`config.mk`:
```
export PLATFORM = sky130hd
export DESIGN_NAME = cpu_control_unit
export DESIGN_NICKNAME = d
export VERILOG_FILES = /design/src/rtl/cpu_control_unit.sv
export SDC_FILE = /design/constraint.sdc
export NUM_CORES = 1
export LEC_CHECK = 0
export ABC_CLOCK_PERIOD_IN_PS = 2000
export CORE_ASPECT_RATIO = 0.7
export CORE_MARGIN = 4
export CORE_UTILIZATION = 44
export CTS_CLUSTER_DIAMETER = 40
export DETAILED_ROUTE_END_ITERATION = 10
export GPL_ROUTABILITY_DRIVEN = 0
export PLACE_DENSITY = 0.76
export SLEW_MARGIN = 15
export SYNTH_ARGS = -nofsm -noshare
export SYNTH_HDL_FRONTEND = slang
export SYNTH_SLANG_ARGS = --single-unit
export TNS_END_PERCENT = 20
```
`constraint.sdc`:
```
create_clock -name Clk -period 2 [get_ports Clk]
set_input_delay 0.4 -clock Clk [delete_from_list [all_inputs] [get_ports Clk]]
set_output_delay 0.4 -clock Clk [all_outputs]
set_load 0.01 [all_outputs]
```
`src/rtl/cpu_control_unit.sv`:
```
// Multi-cycle controller for the 8-bit accumulator CPU.
// It owns the program counter and latches the instruction returned by
// Instruction_Memory. It sequences data-memory strobes, the accumulator
// load and ALU selection. Strobes are Moore outputs decoded from State.
module cpu_control_unit #(
  parameter int                    ADDR_WIDTH = 5,
  parameter logic [ADDR_WIDTH-1:0] RESET_PC   = '0
) (
  input  logic                  Clk,
  input  logic                  Reset,
  input  logic [2:0]            Opcode,
  input  logic [ADDR_WIDTH-1:0] Address,
  input  logic                  Acc_zero,
  input  logic                  Run,
  output logic [ADDR_WIDTH-1:0] Program_counter,
  output logic [ADDR_WIDTH-1:0] Mem_addr,
  output logic                  Mem_rd,
  output logic                  Mem_wr,
  output logic                  Acc_ld,
  output logic [2:0]            Alu_op,
  output logic                  Halted,
  output logic [2:0]            State
);

  localparam logic [2:0] FETCH  = 3'd0;
  localparam logic [2:0] DECODE = 3'd1;
  localparam logic [2:0] READ   = 3'd2;
  localparam logic [2:0] EXEC   = 3'd3;
  localparam logic [2:0] WRITE  = 3'd4;
  localparam logic [2:0] HALT   = 3'd5;

  localparam logic [2:0] OP_HLT = 3'd0;
  localparam logic [2:0] OP_SKZ = 3'd1;
  localparam logic [2:0] OP_ADD = 3'd2;
  localparam logic [2:0] OP_AND = 3'd3;
  localparam logic [2:0] OP_XOR = 3'd4;
  localparam logic [2:0] OP_LDA = 3'd5;
  localparam logic [2:0] OP_STO = 3'd6;
  localparam logic [2:0] OP_JMP = 3'd7;

  localparam logic [ADDR_WIDTH-1:0] PC_ONE = ADDR_WIDTH'(1);
  localparam logic [ADDR_WIDTH-1:0] PC_TWO = ADDR_WIDTH'(2);

  logic [2:0]            state, state_nxt;
  logic [ADDR_WIDTH-1:0] pc, pc_nxt;
  logic [2:0]            ir_op;
  logic [ADDR_WIDTH-1:0] ir_addr;

  // Next-state and next-PC decode; PC wraps naturally at 2^ADDR_WIDTH.
  always_comb begin
    state_nxt = FETCH;
    pc_nxt    = pc;
    case (state)
      FETCH:  state_nxt = DECODE;
      DECODE: begin
        case (Opcode)
          OP_HLT: state_nxt = HALT;
          OP_SKZ: begin
            state_nxt = FETCH;
            pc_nxt    = pc + (Acc_zero ? PC_TWO : PC_ONE);
          end
          OP_JMP: begin
            state_nxt = FETCH;
            pc_nxt    = Address;
          end
          OP_STO: state_nxt = WRITE;
          OP_ADD, OP_AND, OP_XOR, OP_LDA: state_nxt = READ;
          default: state_nxt = FETCH;
        endcase
      end
      READ:   state_nxt = EXEC;
      EXEC: begin
        state_nxt = FETCH;
        pc_nxt    = pc + PC_ONE;
      end
      WRITE: begin
        state_nxt = FETCH;
        pc_nxt    = pc + PC_ONE;
      end
      HALT: begin
        if (Run) begin
          state_nxt = FETCH;
          pc_nxt    = pc + PC_ONE;
        end else begin
          state_nxt = HALT;
        end
      end
      // Unused encodings recover to FETCH.
      default: state_nxt = FETCH;
    endcase
  end

  // State and PC registers, asynchronously reset.
  always_ff @(posedge Clk or posedge Reset) begin
    if (Reset) begin
      state <= FETCH;
      pc    <= RESET_PC;
    end else begin
      state <= state_nxt;
      pc    <= pc_nxt;
    end
  end

  // Instruction latch: captured only in DECODE so Mem_addr/Alu_op stay
  // stable for the rest of the instruction.
  always_ff @(posedge Clk or posedge Reset) begin
    if (Reset) begin
      ir_op   <= '0;
      ir_addr <= '0;
    end else if (state == DECODE) begin
      ir_op   <= Opcode;
      ir_addr <= Address;
    end
  end

  assign Program_counter = pc;
  assign State           = state;
  assign Mem_addr        = ir_addr;
  assign Alu_op          = ir_op;
  assign Mem_rd          = (state == READ);
  assign Mem_wr          = (state == WRITE);
  assign Acc_ld          = (state == EXEC);
  assign Halted          = (state == HALT);

endmodule

```
==> results.py, run 1 <==
metrics = {
    "outcome": {
        "outcome": "finished with violations",
        "violations": "negative setup slack",
    },
    "die": {
        "dieArea_um2": 2970,
        "die_x_um": 63.4,
        "die_h_um": 46.8,
        "io_pins": 32,
        "rows": 13,
        "fp.coreArea_um2": 1950,
        "start_util_pct": 48.5,
    },
    "power": {
        "cellPowerDensity_nw_per_um2": 1550,
        "clkPwrFrac_pct": 10.3,
        "power_frac_comb_pct": 60.5,
        "p_seq_share_pct": 29.2,
        "p_leak_nw": 0.643,
        "power.internal_mw": 1.34,
        "power_switching_mw": 0.843,
        "power_switching_share_pct": 38.6,
        "ir_drop_mv": 0.767,
    },
    "drt": {
        "firstDrtPassIters": 4,
        "via_per_inst": 5.60,
        "ant_nets": 0,
        "drt-initial-drc-count": 53,
        "detailroute.via_count": 890,
        "post_drt_wl_per_cell_um": 15.7,
        "drt_wl_total_um": 2500,
        "drcViolationCount": 0,
    },
    "finish": {
        "finish.utilization_pct": 72.1,
        "multi_input_area_um2": 503,
        "area_growth_pct": 48.8,
        "nets": 154,
        "fillers": 159,
        "regArea_um2": 403,
        "design_area_um2": 1410,
        "insertedDiodeCount": 0,
        "drive_gt1_share_pct": 24.8,
    },
    "setup_path": {
        "cp_max_fo": 4,
        "arrival_ns": 2.23,
        "cp-start-kind": "primary input",
        "required_ns": 2.23,
        "crit_type": "in -> reg",
        "cp-end-kind": "flop",
    },
    "min_path": {
        "hold_path_class": "in -> async",
    },
    "run": {
        "drv_cap": 0,
    },
    "synth": {
        "syn-num-nets": 108,
        "avgSynthCellArea_um2": 10.3,
        "ys_ff_latch": 16,
        "syn_area_um2": 946,
        "yosys.cell_types.count": 37,
        "yosysSeqAreaShare_pct": 42.3,
        "synth_warnings": 0,
        "synthCells": 92,
    },
    "cts": {
        "cts_root_buf": "clkbuf_4",
        "cts_tree": "built",
        "cts_made_buffers": 3,
        "clock-sinks": 16,
        "clk_pin_slew_ns": 0.10,
        "h-tree-depth": 1,
        "worstSkewPairLatency_ns": 0.30,
        "clk_path_buf_depth": 2,
    },
    "global_route": {
        "grt_pass1_vias": 827,
        "overflow": 0,
        "grt_max_degree": 17,
        "grtUsageTotal_pct": 17.9,
        "grt_pass1_wl_um": 3990,
        "antenna_found_initial": 0,
    },
    "placement": {
        "place_area_um2": 1350,
        "io_buffers": 31,
        "post-dp-hpwl_um": 1790,
    },
    "timing": {
        "min_period_ns": 2.00,
        "hold_viol": 0,
        "rsz0062_at_grt": "yes",
        "finalSetupViolCount": 1,
        "tns_ns": -0.00330,
        "maxSlewViolCount": 0,
        "relSlewSlack_pct": 58.6,
        "fmax_ghz": 0.499,
        "worst_pin_slew_ns": 0.621,
        "fin_skew_ns": 0.000880,
        "setup_slack_ns": -0.00330,
        "post-route-period-util_pct": 100,
    },
}
==> placed cells by master, fill, tap and decap left out, types with 4 or more instances in the layout <==
cell              n
a21oi_1           6
nor2_1            7
inv_1             7
nand3_1           4
buf_4            13
dfrtp_1          14
nand2_1           4
mux2_2            8
clkdlybuf4s50_1  28
==> power by group through the flow <==
| stage | logic, mW | registers [mW] | clock network, mW |
|---|---|---|---|
| global route | 1.42 | 0.667 | 0.244 |
| global placement | 1.24 | 0.631 | 0 |
| floorplan | 0.650 | 0.686 | 0 |
| detailed placement | 1.28 | 0.638 | 0 |
| CTS | 1.31 | 0.630 | 0.228 |
| finish | 1.32 | 0.638 | 0.225 |
==> metrics by stage <==
stage                     std cells  power [mW]  hold slack (ns)  setup WS [ns]
after global routing            159        2.33            0.521        -0.0538
after global placement          153        1.87            0.490         -0.296
after floorplan                  92        1.34            0.314          0.177
after CTS                       159        2.17            0.504        0.00239
after detailed placement        153        1.91            0.495         -0.410
final                           159        2.18            0.472       -0.00330
==> worst max-delay path, stage by stage <==
cell	delay (ns)
clkdlybuf4s50_1	0.45
inv_2	0.10
ha_1	0.18
inv_1	0.06
fa_2	0.36
or3_1	0.35
nand3_1	0.09
o211ai_1	0.09
a2bb2oi_1	0.16
==> synthesized netlist by cell type, drive strengths merged <==
cell type / count / area (µm²)
mux2: 8 / 90.1
o31a: 1 / 8.76
and2b: 1 / 8.76
a2bb2oi: 1 / 8.76
nor2b: 1 / 6.26
fa: 1 / 20.0
nor4: 2 / 12.5
o21bai: 1 / 7.51
o32a: 1 / 10.0
buf: 2 / 16.3
nand3: 4 / 20.0
nand4: 1 / 6.26
and2: 1 / 6.26
o22ai: 2 / 12.5
xnor2: 2 / 25.0
a21oi: 6 / 30.0
or3: 1 / 6.26
nor3b: 1 / 7.51
mux2i: 1 / 10.0
o211ai: 1 / 7.51
a311oi: 2 / 17.5
dfrtp: 16 / 400
a211o: 2 / 17.5
inv: 8 / 30.0
a2111oi: 1 / 15.0
a211oi: 2 / 15.0
o21ai: 3 / 15.0
nand2: 4 / 15.0
nor2: 7 / 26.3
clkbuf: 1 / 3.75
nor3: 1 / 10.0
and3b: 1 / 8.76
ha: 3 / 37.5
a21o: 1 / 7.51
or2: 1 / 6.26
==> layout make-up <==
cell class                 instances  area share (%)
multi-input combinational         65            35.7
sequential                        16            28.6
inverter                           8            2.13
timing repair buffer              44            29.0
tap                               22            1.96
clock buffer                       4            2.58
==> final timing paths <==
kind	start	endpoint	slack [ns]	depth (start not counted)
hold reg to reg	Mem_addr[4]$_DFFE_PP0N_	Mem_addr[4]$_DFFE_PP0N_	0.51	1
hold / removal	Reset	Mem_addr[1]$_DFFE_PP0N_	0.47	2
setup reg to reg	State[1]$_DFF_PP0_	Program_counter[2]$_DFFE_PP0P_	0.28	6
max in group asynchronous	Reset	State[2]$_DFF_PP0_	1.09	2
min in group Clk	Mem_addr[4]$_DFFE_PP0N_	Mem_addr[4]$_DFFE_PP0N_	0.51	1
setup / recovery	Acc_zero	Program_counter[4]$_DFFE_PP0P_	-0.003	9
==> logic make-up (layout without fill, tap and decap cells) <==
| kind of cell | count (synthesis) | count (layout) | synth area share [%] |
|---|---|---|---|
| compound gates | 24 | 24 | 18.3 |
| simple gates | 26 | 26 | 14.8 |
| xor+xnor | 2 | 2 | 2.65 |
| fa+ha+maj | 4 | 4 | 6.09 |
| mux | 9 | 9 | 10.6 |
| flops | 16 | 16 | 42.3 |
| buf+inv | 11 | 56 | 5.29 |
==> flip-flops by register name, summed over array words and instances, names as in the netlist <==
name and count:
Mem_addr 5, Program_counter 5, Alu_op 3, State 3
==> what timing repair did <==
action,4_1_cts,5_1_grt
pin swaps,1,0
gates resized for setup,6,2
setup buffers,2,0
endpoints found under the setup margin,4,3
hold endpoints to repair,0,0
hold buffers,0,0
==> routing by layer <==
metal  GRT usage, %  up-vias  part of all wire [%]
met3           6.22        4                   6.5
met2           29.9       32                    47
met1           22.7      423                    45
li1               -      431                     -
met5              0        -                     0
met4           5.58        0                   1.0
Power figures use the tool's default switching activity.
==> inputs of run 2 (changes only) <==
- ABC_CLOCK_PERIOD_IN_PS: 2000 -> 2200
- clock period: 2 -> 2.2 ns (I/O delays scaled with it)
==> results.py, run 2 (synthesis gave the netlist of run 1 again) <==
metrics = {
    "outcome": {
        "outcome": "complete, no violations",
    },
    "setup_path": {
        "cp-start-kind": "flop",
        "critical-path-slowest-cell": "clkdlybuf4s50_1",
        "cp_max_fo": 7,
        "required_ns": 1.76,
        "arrival_ns": 1.68,
        "cp-end-kind": "primary output",
        "path_cells": "and2b_2 > nand2_1 > inv_1 > clkdlybuf4s50_1",
        "crit_type": "reg -> out",
        "slowest_delay_ns": 0.52,
    },
    "die": {
        "start_util_pct": 48.5,
        "fp.coreArea_um2": 1950,
        "io_pins": 32,
        "dieArea_um2": 2970,
        "die_h_um": 46.8,
        "die_x_um": 63.4,
        "rows": 13,
    },
    "cts": {
        "clk_path_buf_depth": 2,
        "clk_pin_slew_ns": 0.09,
        "cts_root_buf": "clkbuf_4",
        "ctsHoldBuffers": 0,
        "worstSkewPairLatency_ns": 0.29,
        "cts_made_buffers": 3,
        "clock-sinks": 16,
        "cts_tree": "built",
        "h-tree-depth": 1,
    },
    "global_route": {
        "grt_pass1_vias": 811,
        "overflow": 0,
        "grt_pass1_wl_um": 3750,
        "grtUsageTotal_pct": 17.0,
        "antenna_found_initial": 0,
        "grt_max_degree": 17,
    },
    "drt": {
        "wl_met1_um": 1000,
        "firstDrtPassIters": 4,
        "wl_met3_um": 203,
        "drt-initial-drc-count": 35,
        "via_per_inst": 5.58,
        "ant_nets": 0,
        "drcViolationCount": 0,
        "drt_wl_total_um": 2280,
        "detailroute.via_count": 848,
        "highest_layer": "met4",
        "wl_met2_um": 1060,
        "post_drt_wl_per_cell_um": 15.0,
    },
    "timing": {
        "relSlewSlack_pct": 57.9,
        "hold_viol": 0,
        "fmax_ghz": 0.472,
        "worst_pin_slew_ns": 0.631,
        "finalSetupViolCount": 0,
        "maxSlewViolCount": 0,
        "fin_skew_ns": 0.000745,
        "holdWs_ns": 0.514,
        "rsz0062_at_grt": "yes",
        "post-route-period-util_pct": 96.4,
        "min_period_ns": 2.12,
    },
    "placement": {
        "io_buffers": 31,
        "post-dp-hpwl_um": 1740,
        "dp_cells": 148,
    },
    "finish": {
        "final_common_cell": "clkdlybuf4s50_1",
        "area_growth_pct": 43.3,
        "finalNonFillerCells": 152,
        "nets": 147,
        "regArea_um2": 402,
        "fillers": 157,
        "mostFrequentLayoutCells": "clkdlybuf4s50_1 (31), dfrtp_1 (15), inv_1 (8), mux2_2 (8), nor2_1 (7)",
        "finish.utilization_pct": 69.4,
        "drive_gt1_share_pct": 19.2,
        "insertedDiodeCount": 0,
        "multi_input_area_um2": 504,
    },
    "run": {
        "drv_cap": 0,
    },
    "min_path": {
        "hold_path_class": "reg -> reg",
    },
    "power": {
        "ir_drop_mv": 0.698,
        "power_mw": 1.91,
        "p_leak_nw": 0.585,
        "cellPowerDensity_nw_per_um2": 1410,
    },
}
-- run 2: path summary, 6_finish.rpt --
check	startpoint	endpoint	slack, ns	cells after the start
max	State[1]$_DFF_PP0_	Halted	0.08	4
min	Mem_addr[4]$_DFFE_PP0N_	Mem_addr[4]$_DFFE_PP0N_	0.51	1
max reg2reg	Program_counter[0]$_DFFE_PP0P_	Program_counter[4]$_DFFE_PP0P_	0.37	7
min reg2reg	Mem_addr[4]$_DFFE_PP0N_	Mem_addr[4]$_DFFE_PP0N_	0.51	1
max in group asynchronous	Reset	State[1]$_DFF_PP0_	1.22	2
min in group asynchronous	Reset	Alu_op[0]$_DFFE_PP0N_	0.54	2
-- run 2: power by group --
part | switching, mW | internal, mW
logic | 0.490 | 0.629
registers | 0.154 | 0.442
clock network | 0.0939 | 0.101
total | 0.738 | 1.17
-- run 2: stage by stage --
stage | area, µm² | TNS [ns] | worst slack [ns]
3_3_place_gp | 1310 | -0.137 | -0.137
3_5_place_dp | 1310 | -0.254 | -0.236
4_1_cts | 1350 | 0 | 0.0532
5_1_grt | 1360 | -0.0271 | -0.0166
6_report | 1360 | 0 | 0.0795
2_1_floorplan | 946 | 0 | 0.337
-- run 2: timing repair --
item	CTS	global route
setup buffers	0	0
setup endpoints to repair	0	4
resized for setup	0	3
-- run 2: cell type report --
| type | instances | share of cell area, % |
|---|---|---|
| multi-input cells | 65 | 37.2 |
| flip-flops and latches | 16 | 29.6 |
| repair buffers | 37 | 26.2 |
| clock buffers | 4 | 2.68 |
| inverters | 8 | 2.22 |
| well taps | 22 | 2.03 |
-- run 2: layer usage --
layer | GRT usage (%) | vias to the layer above
li1 | - | 412
met1 | 21.8 | 399
met2 | 28.6 | 35
met3 | 5.74 | 2
met4 | 3.86 | 0
met5 | 0 | -
-- run 2: critical path: cells and delay by family, from the launching register on --
family / cells / cell delay, ns
buffers and inverters: 2 / 0.58
flip-flops: 1 / 0.46
AND/OR/NAND/NOR: 2 / 0.35
